**src/rtl/trg_seq.sv**
```systemverilog
// Multi-stage trigger sequencer: per-stage mask/value matchers with levels, start
// stages and a strobe-counted delay; emits a one-cycle run_o pulse.
module trg_seq #(
  parameter int WIDTH  = 32,
  parameter int STAGES = 4
) (
  input  logic             clk_i,
  input  logic             rst_i,
  input  logic [WIDTH-1:0] cmd_i,
  input  logic [1:0]       stg_sel_i,
  input  logic             set_mask_i,
  input  logic             set_val_i,
  input  logic             set_cfg_i,
  input  logic             arm_i,
  input  logic             disarm_i,
  input  logic [WIDTH-1:0] smpl_i,
  input  logic             stb_i,
  output logic             run_o,
  output logic             armed_o,
  output logic [1:0]       level_o
);

  typedef enum logic [1:0] {
    IDLE  = 2'd0,
    ARMED = 2'd1,
    DELAY = 2'd2,
    FIRED = 2'd3
  } state_t;

  state_t state_q, state_d;
  logic [1:0]  level_q, level_d;
  logic [15:0] cnt_q, cnt_d;

  logic [WIDTH-1:0] mask_q  [STAGES];
  logic [WIDTH-1:0] val_q   [STAGES];
  logic [15:0]      dly_q   [STAGES];
  logic [1:0]       lvl_q   [STAGES];
  logic             start_q [STAGES];

  logic [STAGES-1:0] hit;
  logic [STAGES-1:0] start_hit;
  logic [15:0]       win_dly;

  // Configuration is frozen once the sequencer leaves IDLE.
  always_ff @(posedge clk_i) begin
    if (rst_i) begin
      for (int s = 0; s < STAGES; s++) begin
        mask_q[s]  <= '0;
        val_q[s]   <= '0;
        dly_q[s]   <= '0;
        lvl_q[s]   <= '0;
        start_q[s] <= 1'b0;
      end
    end else if (state_q == IDLE) begin
      if (set_mask_i) mask_q[stg_sel_i] <= cmd_i;
      if (set_val_i)  val_q[stg_sel_i]  <= cmd_i;
      if (set_cfg_i) begin
        dly_q[stg_sel_i]   <= cmd_i[15:0];
        lvl_q[stg_sel_i]   <= cmd_i[17:16];
        start_q[stg_sel_i] <= cmd_i[27];
      end
    end
  end

  always_comb begin
    hit       = '0;
    start_hit = '0;
    win_dly   = '0;
    for (int s = 0; s < STAGES; s++) begin
      hit[s] = stb_i && (lvl_q[s] == level_q) &&
               (((smpl_i ^ val_q[s]) & mask_q[s]) == '0);
      start_hit[s] = hit[s] && start_q[s];
    end
    // Descending scan so the lowest-index start stage ends up as the winner.
    for (int s = STAGES - 1; s >= 0; s--) begin
      if (start_hit[s]) win_dly = dly_q[s];
    end
  end

  always_comb begin
    state_d = state_q;
    level_d = level_q;
    cnt_d   = cnt_q;
    if (disarm_i) begin
      state_d = IDLE;
    end else begin
      unique case (state_q)
        IDLE: begin
          if (arm_i) begin
            state_d = ARMED;
            level_d = 2'd0;
          end
        end
        ARMED: begin
          if (|start_hit) begin
            cnt_d   = win_dly;
            state_d = (win_dly == 16'd0) ? FIRED : DELAY;
          end else if ((|hit) && (level_q != 2'd3)) begin
            level_d = level_q + 2'd1;
          end
        end
        DELAY: begin
          if (stb_i) begin
            cnt_d = cnt_q - 16'd1;
            if (cnt_q == 16'd1) state_d = FIRED;
          end
        end
        FIRED: state_d = IDLE;
        default: state_d = IDLE;
      endcase
    end
  end

  always_ff @(posedge clk_i) begin
    if (rst_i) begin
      state_q <= IDLE;
      level_q <= 2'd0;
      cnt_q   <= 16'd0;
    end else begin
      state_q <= state_d;
      level_q <= level_d;
      cnt_q   <= cnt_d;
    end
  end

  assign run_o   = (state_q == FIRED);
  assign armed_o = (state_q == ARMED) || (state_q == DELAY);
  assign level_o = level_q;

endmodule
```
**config.mk**
```make
export PLATFORM = sky130hd
export DESIGN_NAME = trg_seq
export DESIGN_NICKNAME = d
export VERILOG_FILES = /design/src/rtl/trg_seq.sv
export SDC_FILE = /design/constraint.sdc
export NUM_CORES = 1
export LEC_CHECK = 0
export BUFFER_PORTS_ARGS = -buffer_cell sky130_fd_sc_hd__buf_2
export CORE_ASPECT_RATIO = 1.75
export CORE_MARGIN = 4
export CORE_UTILIZATION = 55
export CTS_CLUSTER_SIZE = 28
export DETAILED_ROUTE_END_ITERATION = 10
export GPL_TIMING_DRIVEN = 0
export PLACE_DENSITY = 0.73
export SYNTH_ARGS = -nofsm -noshare
export SYNTH_HDL_FRONTEND = slang
export SYNTH_SLANG_ARGS = --single-unit
```
**constraint.sdc**
```tcl
create_clock -name clk_i -period 4.8 [get_ports clk_i]
set_input_delay 0.96 -clock clk_i [delete_from_list [all_inputs] [get_ports clk_i]]
set_output_delay 0.96 -clock clk_i [all_outputs]
set_load 0.02 [all_outputs]
```
# ---- Yosys cells after proc, flatten, opt, wreduce, memory -nomap -nowiden
# Memories as Yosys holds them, arrays and structs flattened.
# Index checks and enable logic that the tools add are counted.
dict set report classes {
  n_addsub 2
  n_bitwise 9
  n_eq_ne 15
  n_mux 46
  n_reduce_logical 33
}
# operator count
set op_table {}
lappend op_table {{32-bit AND} 4}
lappend op_table {{32-bit zero test} 4}
lappend op_table {{32-bit XOR} 4}
lappend op_table {{16-bit 2-to-1 mux} 7}
lappend op_table {{32-bit 2-to-1 mux} 2}
lappend op_table {{32-bit OR reduction} 2}
lappend op_table {{16-bit case mux with 2 select lines} 1}
lappend op_table {{2-bit 2-to-1 mux} 13}
lappend op_table {{1-bit 2-to-1 mux} 21}
lappend op_table {{16-bit by 1-bit == test with 1-bit output (second input constant)} 1}
lappend op_table {{16-bit zero test} 1}
lappend op_table {{16-bit OR reduction} 1}
lappend op_table {{16-bit by 1-bit subtractor with 16-bit output (second input constant)} 1}
lappend op_table {{2-bit != test (second input constant)} 7}
lappend op_table {{1-bit logical AND} 13}
lappend op_table {{2-bit == test} 4}
lappend op_table {{2-bit case mux with 4 select lines} 1}
lappend op_table {{4-bit AND reduction} 2}
lappend op_table {{4-bit OR reduction} 2}
lappend op_table {{5-bit AND reduction} 1}
lappend op_table {{2-bit == test (second input constant)} 2}
lappend op_table {{2-bit case mux with 2 select lines} 1}
lappend op_table {{2-bit nonzero test} 2}
lappend op_table {{2-bit OR reduction} 2}
lappend op_table {{other kinds (6)} 6}
dict set report totals {
  mem_bits_rw 332
  elab_cells 113
  mem_count 5
  register_bits 20
  out_inout_bits 4
}
# memory depth word_bits read_ports rd_ports_with_merged_regs wr line
set mem_list {}
lappend mem_list {mask_q 4 32 4 0 4 34} ;# logic [WIDTH-1:0] mask_q [STAGES];
lappend mem_list {val_q 4 32 4 0 4 35} ;# logic [WIDTH-1:0] val_q [STAGES];
lappend mem_list {dly_q 4 16 4 0 4 36} ;# logic [15:0] dly_q [STAGES];
lappend mem_list {lvl_q 4 2 4 0 4 37} ;# logic [1:0] lvl_q [STAGES];
lappend mem_list {start_q 4 1 4 0 4 38} ;# logic start_q [STAGES];

# ---- Longest topological paths before layout
# Gate-level depths: netlist of the first run.
dict set report logic_depth {
  ltp_word 13
  mapped_depth 12
  mapped_depth_nobuf 9
}

# ---- Least setup slack after synthesis of the first run
# Ideal clock, no wire load.
dict set report synth_path {
  path_kind {input to register}
  start {in rst_i}
  end {mem mask_q[1][0], enable pin}
  path_buffers 0
  setup_slack_ns 0.658
  path_stages 3
  arrival_time_ns 3.676
  path_cell_list {nor2b_1 > nand2_1 > o21ai_0}
}
# item line
set synth_rtl {}
lappend synth_rtl {{start, declared} 8} ;# input logic rst_i,
lappend synth_rtl {{end, declared} 34}

# ---- Worst setup path after layout of the first run
dict set report layout_path {
  start {in smpl_i[7]}
  end {reg state_q[0]}
}
dict set report layout_between {
  elab_chain_cells 13
  word_cells_on_any_way 31
}
# item line
set layout_lines {}
lappend layout_lines {{start, declared} 16} ;# input logic [WIDTH-1:0] smpl_i,
lappend layout_lines {{32-bit XOR} 71} ;# (((smpl_i ^ val_q[s]) & mask_q[s]) == '0);
lappend layout_lines {{32-bit AND} 71}
lappend layout_lines {{32-bit zero test} 71}
lappend layout_lines {{1-bit logical AND} 70} ;# hit[s] = stb_i && (lvl_q[s] == level_q) &&
lappend layout_lines {{1-bit logical AND} 72} ;# start_hit[s] = hit[s] && start_q[s];
lappend layout_lines {{16-bit 2-to-1 mux (4 in series)} 76} ;# if (start_hit[s]) win_dly = dly_q[s];
lappend layout_lines {{16-bit zero test} 97} ;# state_d = (win_dly == 16'd0) ? FIRED : DELAY;
lappend layout_lines {{1-bit 2-to-1 mux} 97}
lappend layout_lines {{2-bit 2-to-1 mux} 95} ;# if (|start_hit) begin
lappend layout_lines {{2-bit case mux with 4 select lines} 87} ;# unique case (state_q)
lappend layout_lines {{end signal, assigned} 120} ;# state_q <= state_d;
lappend layout_lines {{end, declared} 30} ;# state_t state_q, state_d;
# Parallel ways exist; a longest one is shown, timed or not. The select of a mux whose other input is x is not followed.
# A chain may end at the register's enable or synchronous reset.

==> results of run 1 <==
where the power goes:
part | switching, µW | internal, µW | leakage (µW) | total [µW]
Sequential | 69.4 | 3540 | 0.00361 | 3610
Clock | 1150 | 1440 | 0.000503 | 2600
Combinational | 491 | 202 | 0.00344 | 693
area by class of cell:
type / count / share of cell area [%]
Timing Repair Buffer: 79 / 2.35
Buffer: 88 / 1.95
Tap cell: 387 / 2.59
Clock buffer: 39 / 4.76
Multi-Input combinational cell: 888 / 31.8
Antenna cell: 1 / 0.0134
Sequential cell: 352 / 55.4
Inverter: 18 / 0.361
Clock inverter: 19 / 0.802
worst paths after layout:
check / startpoint / to / slack, ps / cells after the start
hold / removal: cnt_q[10] / cnt_q[10] / 480 / 2
setup / recovery: smpl_i[7] / state_q[0] / 410 / 10
setup reg to reg: level_o[0] / state_q[0] / 580 / 10
hold reg to reg: cnt_q[10] / cnt_q[10] / 480 / 2
cell usage in the layout (no fill, tap or decap), types with 3 or more instances in the layout:
master	instances
o22ai_1	12
buf_2	83
nor2b_1	3
xor2_1	128
o21ai_0	23
clkbuf_16	35
nor2_1	24
clkinv_2	3
a2111o_1	7
a311oi_1	3
or2_2	4
inv_1	18
nand2_2	5
nor3_1	22
buf_6	3
a22oi_2	6
ha_1	8
clkbuf_1	82
clkinv_1	9
nand2b_1	4
nor4_1	6
a22o_1	3
or4_1	5
nand4_1	22
a22oi_1	58
nand3_1	18
nand2_1	75
a31oi_1	4
dfxtp_1	20
a221oi_1	5
or3_1	12
and4_1	3
edfxtp_1	332
a2111oi_0	7
a21oi_1	20
and2_1	172
o311ai_1	5
xnor2_1	8
and3_1	180
flip-flops by register name, indices dropped and copies added (netlist names):
name and count:
lvl_q 8, level_o 2, start_q 4, val_q 128, state_q 2, mask_q 128, cnt_q 16, dly_q 64
tightest hold or removal path, delay by kind of cell, from the launching register on:
| family | cells | cell delay [ps] |
|---|---|---|
| compound gates | 2 | 120 |
| flops | 1 | 310 |
cells by family after synthesis:
kind of cell    count (synthesis)
flops                         352
compound gates                181
fa+ha+maj                       8
buf+inv                       106
xor+xnor                      136
simple gates                  561
mux                             2
per-layer routing:
| layer | up-vias | part of all wire, % | global-route usage (%) |
|---|---|---|---|
| met1 | 5741 | 33 | 35.4 |
| met3 | 170 | 6.2 | 4.26 |
| met5 | - | 0 | 0 |
| met4 | 0 | 8.6 | 22.2 |
| li1 | 5235 | - | - |
| met2 | 562 | 52 | 56.5 |
metrics by stage:
stage          worst slack (ps)  hold WS [ps]  cell area (µm²)  setup TNS (ps)
4_1_cts                     568           473            18700               0
5_1_grt                     296           511            18700               0
3_3_place_gp              -1340           454            17600          -76780
3_5_place_dp               25.1           463            17700               0
6_report                    413           477            18700               0
2_1_floorplan               658           445            16700               0
==> results.md, run 1 <==
- Status: finished, final reports clean
- Layout Skew: 20.1 ps
- Number of setup buffers added after CTS: 0
- Final Non-Filler Cells: between 1500 and 2000
- Hpwl dp: 39.4 mm
- Fmax: 228 MHz
- Clock transition at the registers of the reported paths: roughly 70 ps
- Storage element area: just over 10000 µm²
- Yosys top cell by area: edfxtp_1
- DRC errors left: 0
- Power Density: about 370 nW/µm²
- Worst EP arrival: around 5000 ps
- Critical path peak fanout: 9
- XOR/XNOR Fraction of Synth Area: slightly above 7%
- Post-cts sizing count: 0
- Crit path max-delay cell type: nor4_2
- CTS tree: done
- RSZ-0062 raised after global routing: no
- Port bufs: between 70 and 80
- Net count, final: 1543
- H-tree depth: 2
- Post-synthesis adder-cell area fraction: less than 1%
- Slew HR: roughly 25%
- Rows: 84
- Clock Sinks: about 350
- Layout cells sized above 1: 10.7%
- Final Hold Vio Count: 0
- Leak: roughly 0.0076 µW
- Initial drt markers: around 1100
- DR vias: approximately 12000
- Die width: 140 µm
- Post-synth top area share: between 50% and 60%
- Worst-margin pin slew: 1120 ps
- Routed vias/inst: around 6.3
- EDFF count, synth: between 300 and 400
- Post-route ant nets: 0
- Leading register cell type out of synthesis: edfxtp_1
- GRT overflow: 0
- Multiplexer share of the synthesized area: less than 1%
- Drt pass-1 iters: 6
- GPL Wtd Cong: between 1 and 1.5
- Overall routing resource usage: between 30% and 40%
- Syn nets: between 1000 and 1500
- Mapped Area: 16700 µm²
- Initial Utilization: between 50 and 60%
- Fill cells: ~2400
- Bufs and invs on worst path: 1
- Top area cells in the synthesized netlist: edfxtp_1 (60%), and3_1 (6.7%), xor2_1 (6.7%), and2_1 (6.4%), a22oi_1 (2.6%)
- Area fraction in and, or, nand and nor cells after synthesis: about a fifth
- Worst min path class: reg2reg
- Height of the die: around 240 µm
- Gate Count Post-Synth: between 1000 and 1500
- Number of top-level pins: 78
- Drt wl/cell: roughly 29 µm
- Dpl cells: 1812
- Die area: about 33000 µm²
- Worst Setup End Kind: register
- CP required: 5280 ps
- Area grow syn2layout: 12.0%
- Max Cap Viol: 0
- Number of synthesis warnings: 0
- Cts bufs inserted: 34
- Critical path's largest stage delay: between 900 and 1000 ps
- Most frequent cells after synthesis: edfxtp_1 (332), and3_1 (180), and2_1 (172), xor2_1 (128), nand2_1 (79)
- Distinct cells, synth: 63
- Largest net degree at the start of global routing: 33
- Hold-fix buffers at CTS: 0
- Largest delay share family, worst path: simple AND/OR/NAND/NOR gates
- Multi-input gate area: 5950 µm²
- Final Util: 62.3%
- Initial antenna violation count: 0
- Final Critical Period: roughly 4400 ps
- Average size of a mapped cell: about 12 µm²
- Seq/Total Area, Yosys: between 60% and 70%
- Seq cells post-synth: between 300 and 400
- Worst-path cell chain: buf_2 -> xor2_1 -> a22oi_2 -> nand4_1 -> nor4_2 -> nand2_2 -> o22ai_1 -> o221ai_1 -> nor4_1 -> a22o_1
- WL final: around 54 mm
- Asr flop ratio synth: 0%
- Final period util: approximately 91%
- WS Path Type: in2reg
- Vias in the first global route: approximately 12000
- Setup violators final: 0
- Tot Pwr: between 6000 and 7000 µW
- Max-slew violations: 0
- First-pass GRT wire length: 77.1 mm
- Core area: 30100 µm²
- CP Launch Type: input pin
- VDD IR max: approximately 0.34 mV
- Largest family of logic cells by synthesized area: simple AND/OR/NAND/NOR gates
- Skew-Pair Late Insertion Delay: 530 ps
- Root Driver: clkbuf_16
- Max Root-Sink Buffers: 3
- Most common cell in the synthesized netlist: edfxtp_1
- Post-synthesis compound-gate area fraction: under 10%
(Power assumes the default switching activity.)
==> run 2, diff against run 1 <==
Settings changed: BUFFER_PORTS_ARGS -buffer_cell sky130_fd_sc_hd__buf_2 to -buffer_cell sky130_fd_sc_hd__clkbuf_2.
==> run 2 against run 1 <==
  * Setup slack improved by 280 ps
  * Critical path depth unchanged
  * Design area increased by 0.28%
  * Final cell count unchanged
  * First-iteration DRC count decreased by 2.7%
  * Non-clock buffer count unchanged
  * Utilization increased by 0.17 points
  * Register-to-register slack improved by 300 ps
  * Critical endpoint unchanged
  * Largest power group unchanged
  * Highest routed layer unchanged
==> results.md, run 2 (synthesis results as in run 1) <==
- DRC errors left: 0
- Dpl cells: 1812
- Worst EP arrival: about 4600 ps
- Biggest regs: mask_q (128), val_q (128), dly_q (64)
- Clock transition at the registers of the reported paths: around 70 ps
- Critical path peak fanout: 9
- Max-slew violations: 0
- Slew HR: 27.2%
- Drt pass-1 iters: 7
- Vias in the first global route: about 12000
- WL final: roughly 53 mm
- Cts bufs inserted: 34
- CTS tree: done
- Commonest non-fill, non-tap cell in the layout: edfxtp_1
- Initial drt markers: between 1000 and 1500
- Layout cells sized above 1: between 10% and 20%
- Number of setup buffers added after CTS: 0
- Skew-Pair Late Insertion Delay: between 500 and 600 ps
- Max Root-Sink Buffers: 3
- H-tree depth: 2
- Rows: between 80 and 90
- DR vias: around 12000
- Die area: ~33000 µm²
- Die width: 140 µm
- Hold path cells: 2
- Height of the die: 239 µm
- Net count, final: around 1500
- Layout Skew: about 15 ps
- Root Driver: clkbuf_16
- Ant diodes: 0
- Setup violators final: 0
- Worst-margin pin slew: ~1100 ps
- Fmax: approximately 240 MHz
- Post-route ant nets: 0
- Tot Pwr: ~7000 µW
- WS Path Type: in2reg
- Final Non-Filler Cells: 1871
- CP Launch Type: input pin
- Final Hold Vio Count: 0
- Overall routing resource usage: 31.6%
- Cell Int Power: around 5300 µW
- First-pass GRT wire length: approximately 76 mm
- Max Cap Viol: 0
- Initial Utilization: a little under three fifths
- Commonest cells after routing, fill and taps aside: edfxtp_1 (332), and3_1 (180), and2_1 (172)
- Net Sw Power: approximately 1700 µW
- Hpwl dp: just under 40 mm
- Port bufs: a little under 80
- Number of top-level pins: 78
- Final Critical Period: 4100 ps
- Leak: ~0.0076 µW
- Switching Share: between 20% and 30%
- Final period util: between 80% and 90%
- Reg2Reg Depth: 10
- GRT overflow: 0
- GPL Wtd Cong: around 0.97
- Routed vias/inst: between 6 and 7
- Initial antenna violation count: 0
- Comb pwr share: under 10%
- Setup slack, reg-to-reg: about 900 ps
- VDD IR max: about 0.35 mV
- Share of total power in the clock network: 38.7%
- CP required: between 5000 and 6000 ps
- RSZ-0062 raised after global routing: no
- Largest net degree at the start of global routing: 33
- Area grow syn2layout: 12.3%
- Hold-fix buffers at CTS: 0
- Clock Sinks: about 350
- Status: finished, final reports clean
- Worst Setup End Kind: register
- Worst min path class: reg2reg
- Core area: 30100 µm²
- Power Density: between 300 and 400 nW/µm²
- Drt wl/cell: 28.3 µm
- Post-cts sizing count: 0
- Sequential fraction of design power: about half
==> run 2: cell types whose count changed in the layout (fill, tap and decap cells not counted), sizes merged <==
cell / delta
clkinv: -3
buf: -77
bufinv: +2
clkbuf: +77
inv: +2
diode: -1
==> run 2: power by group through the flow <==
stage | combinational (µW) | clock (µW) | sequential (µW)
finish | 691 | 2710 | 3610
global route | 733 | 2860 | 3620
CTS | 682 | 2720 | 3610
detailed placement | 679 | 0 | 3680
global placement | 659 | 0 | 3670
floorplan | 371 | 0 | 3660
==> run 2: metrics by stage <==
step,setup slack [ps],hold WS (ps),util [%],setup TNS [ps],area [µm²]
3_5_place_dp,206,465,58.8,0,17700
6_report,697,470,62.4,0,18800
2_1_floorplan,658,445,-,0,16700
5_1_grt,495,499,62.4,0,18800
3_3_place_gp,-1210,454,58.5,-71810,17600
4_1_cts,753,475,62.4,0,18800
==> run 2: layer usage <==
| metal | wire [µm] | share of wire, % | GRT usage, % |
|---|---|---|---|
| met3 | 3090 | 5.8 | 4.68 |
| met5 | 0 | 0 | 0 |
| met4 | 4780 | 9.0 | 22.4 |
| met2 | 27300 | 52 | 56.2 |
| met1 | 17800 | 34 | 34.3 |
==> run 2: critical path, stage by stage <==
cell	delay (ps)
clkbuf_2	220
xor2_1	230
a22oi_1	250
nand4_1	200
nor4_4	520
a211oi_2	260
a221oi_1	850
o221ai_1	310
nor4_1	530
a22o_1	230
==> run 2: worst paths after layout <==
check | startpoint | to
setup / recovery | smpl_i[12] | state_q[0]
setup reg to reg | level_o[0] | state_q[0]
hold reg to reg | cnt_q[12] | cnt_q[12]
hold / removal | cnt_q[12] | cnt_q[12]
==> run 2: layout make-up <==
type | count | area, µm²
Timing Repair Buffer | 79 | 440
Sequential cell | 352 | 10400
Clock inverter | 20 | 226
Clock buffer | 39 | 870
Fill cell | 2440 | 11300
Tap cell | 387 | 484
Inverter | 18 | 67.6
Multi-Input combinational cell | 888 | 5950
Buffer | 88 | 364
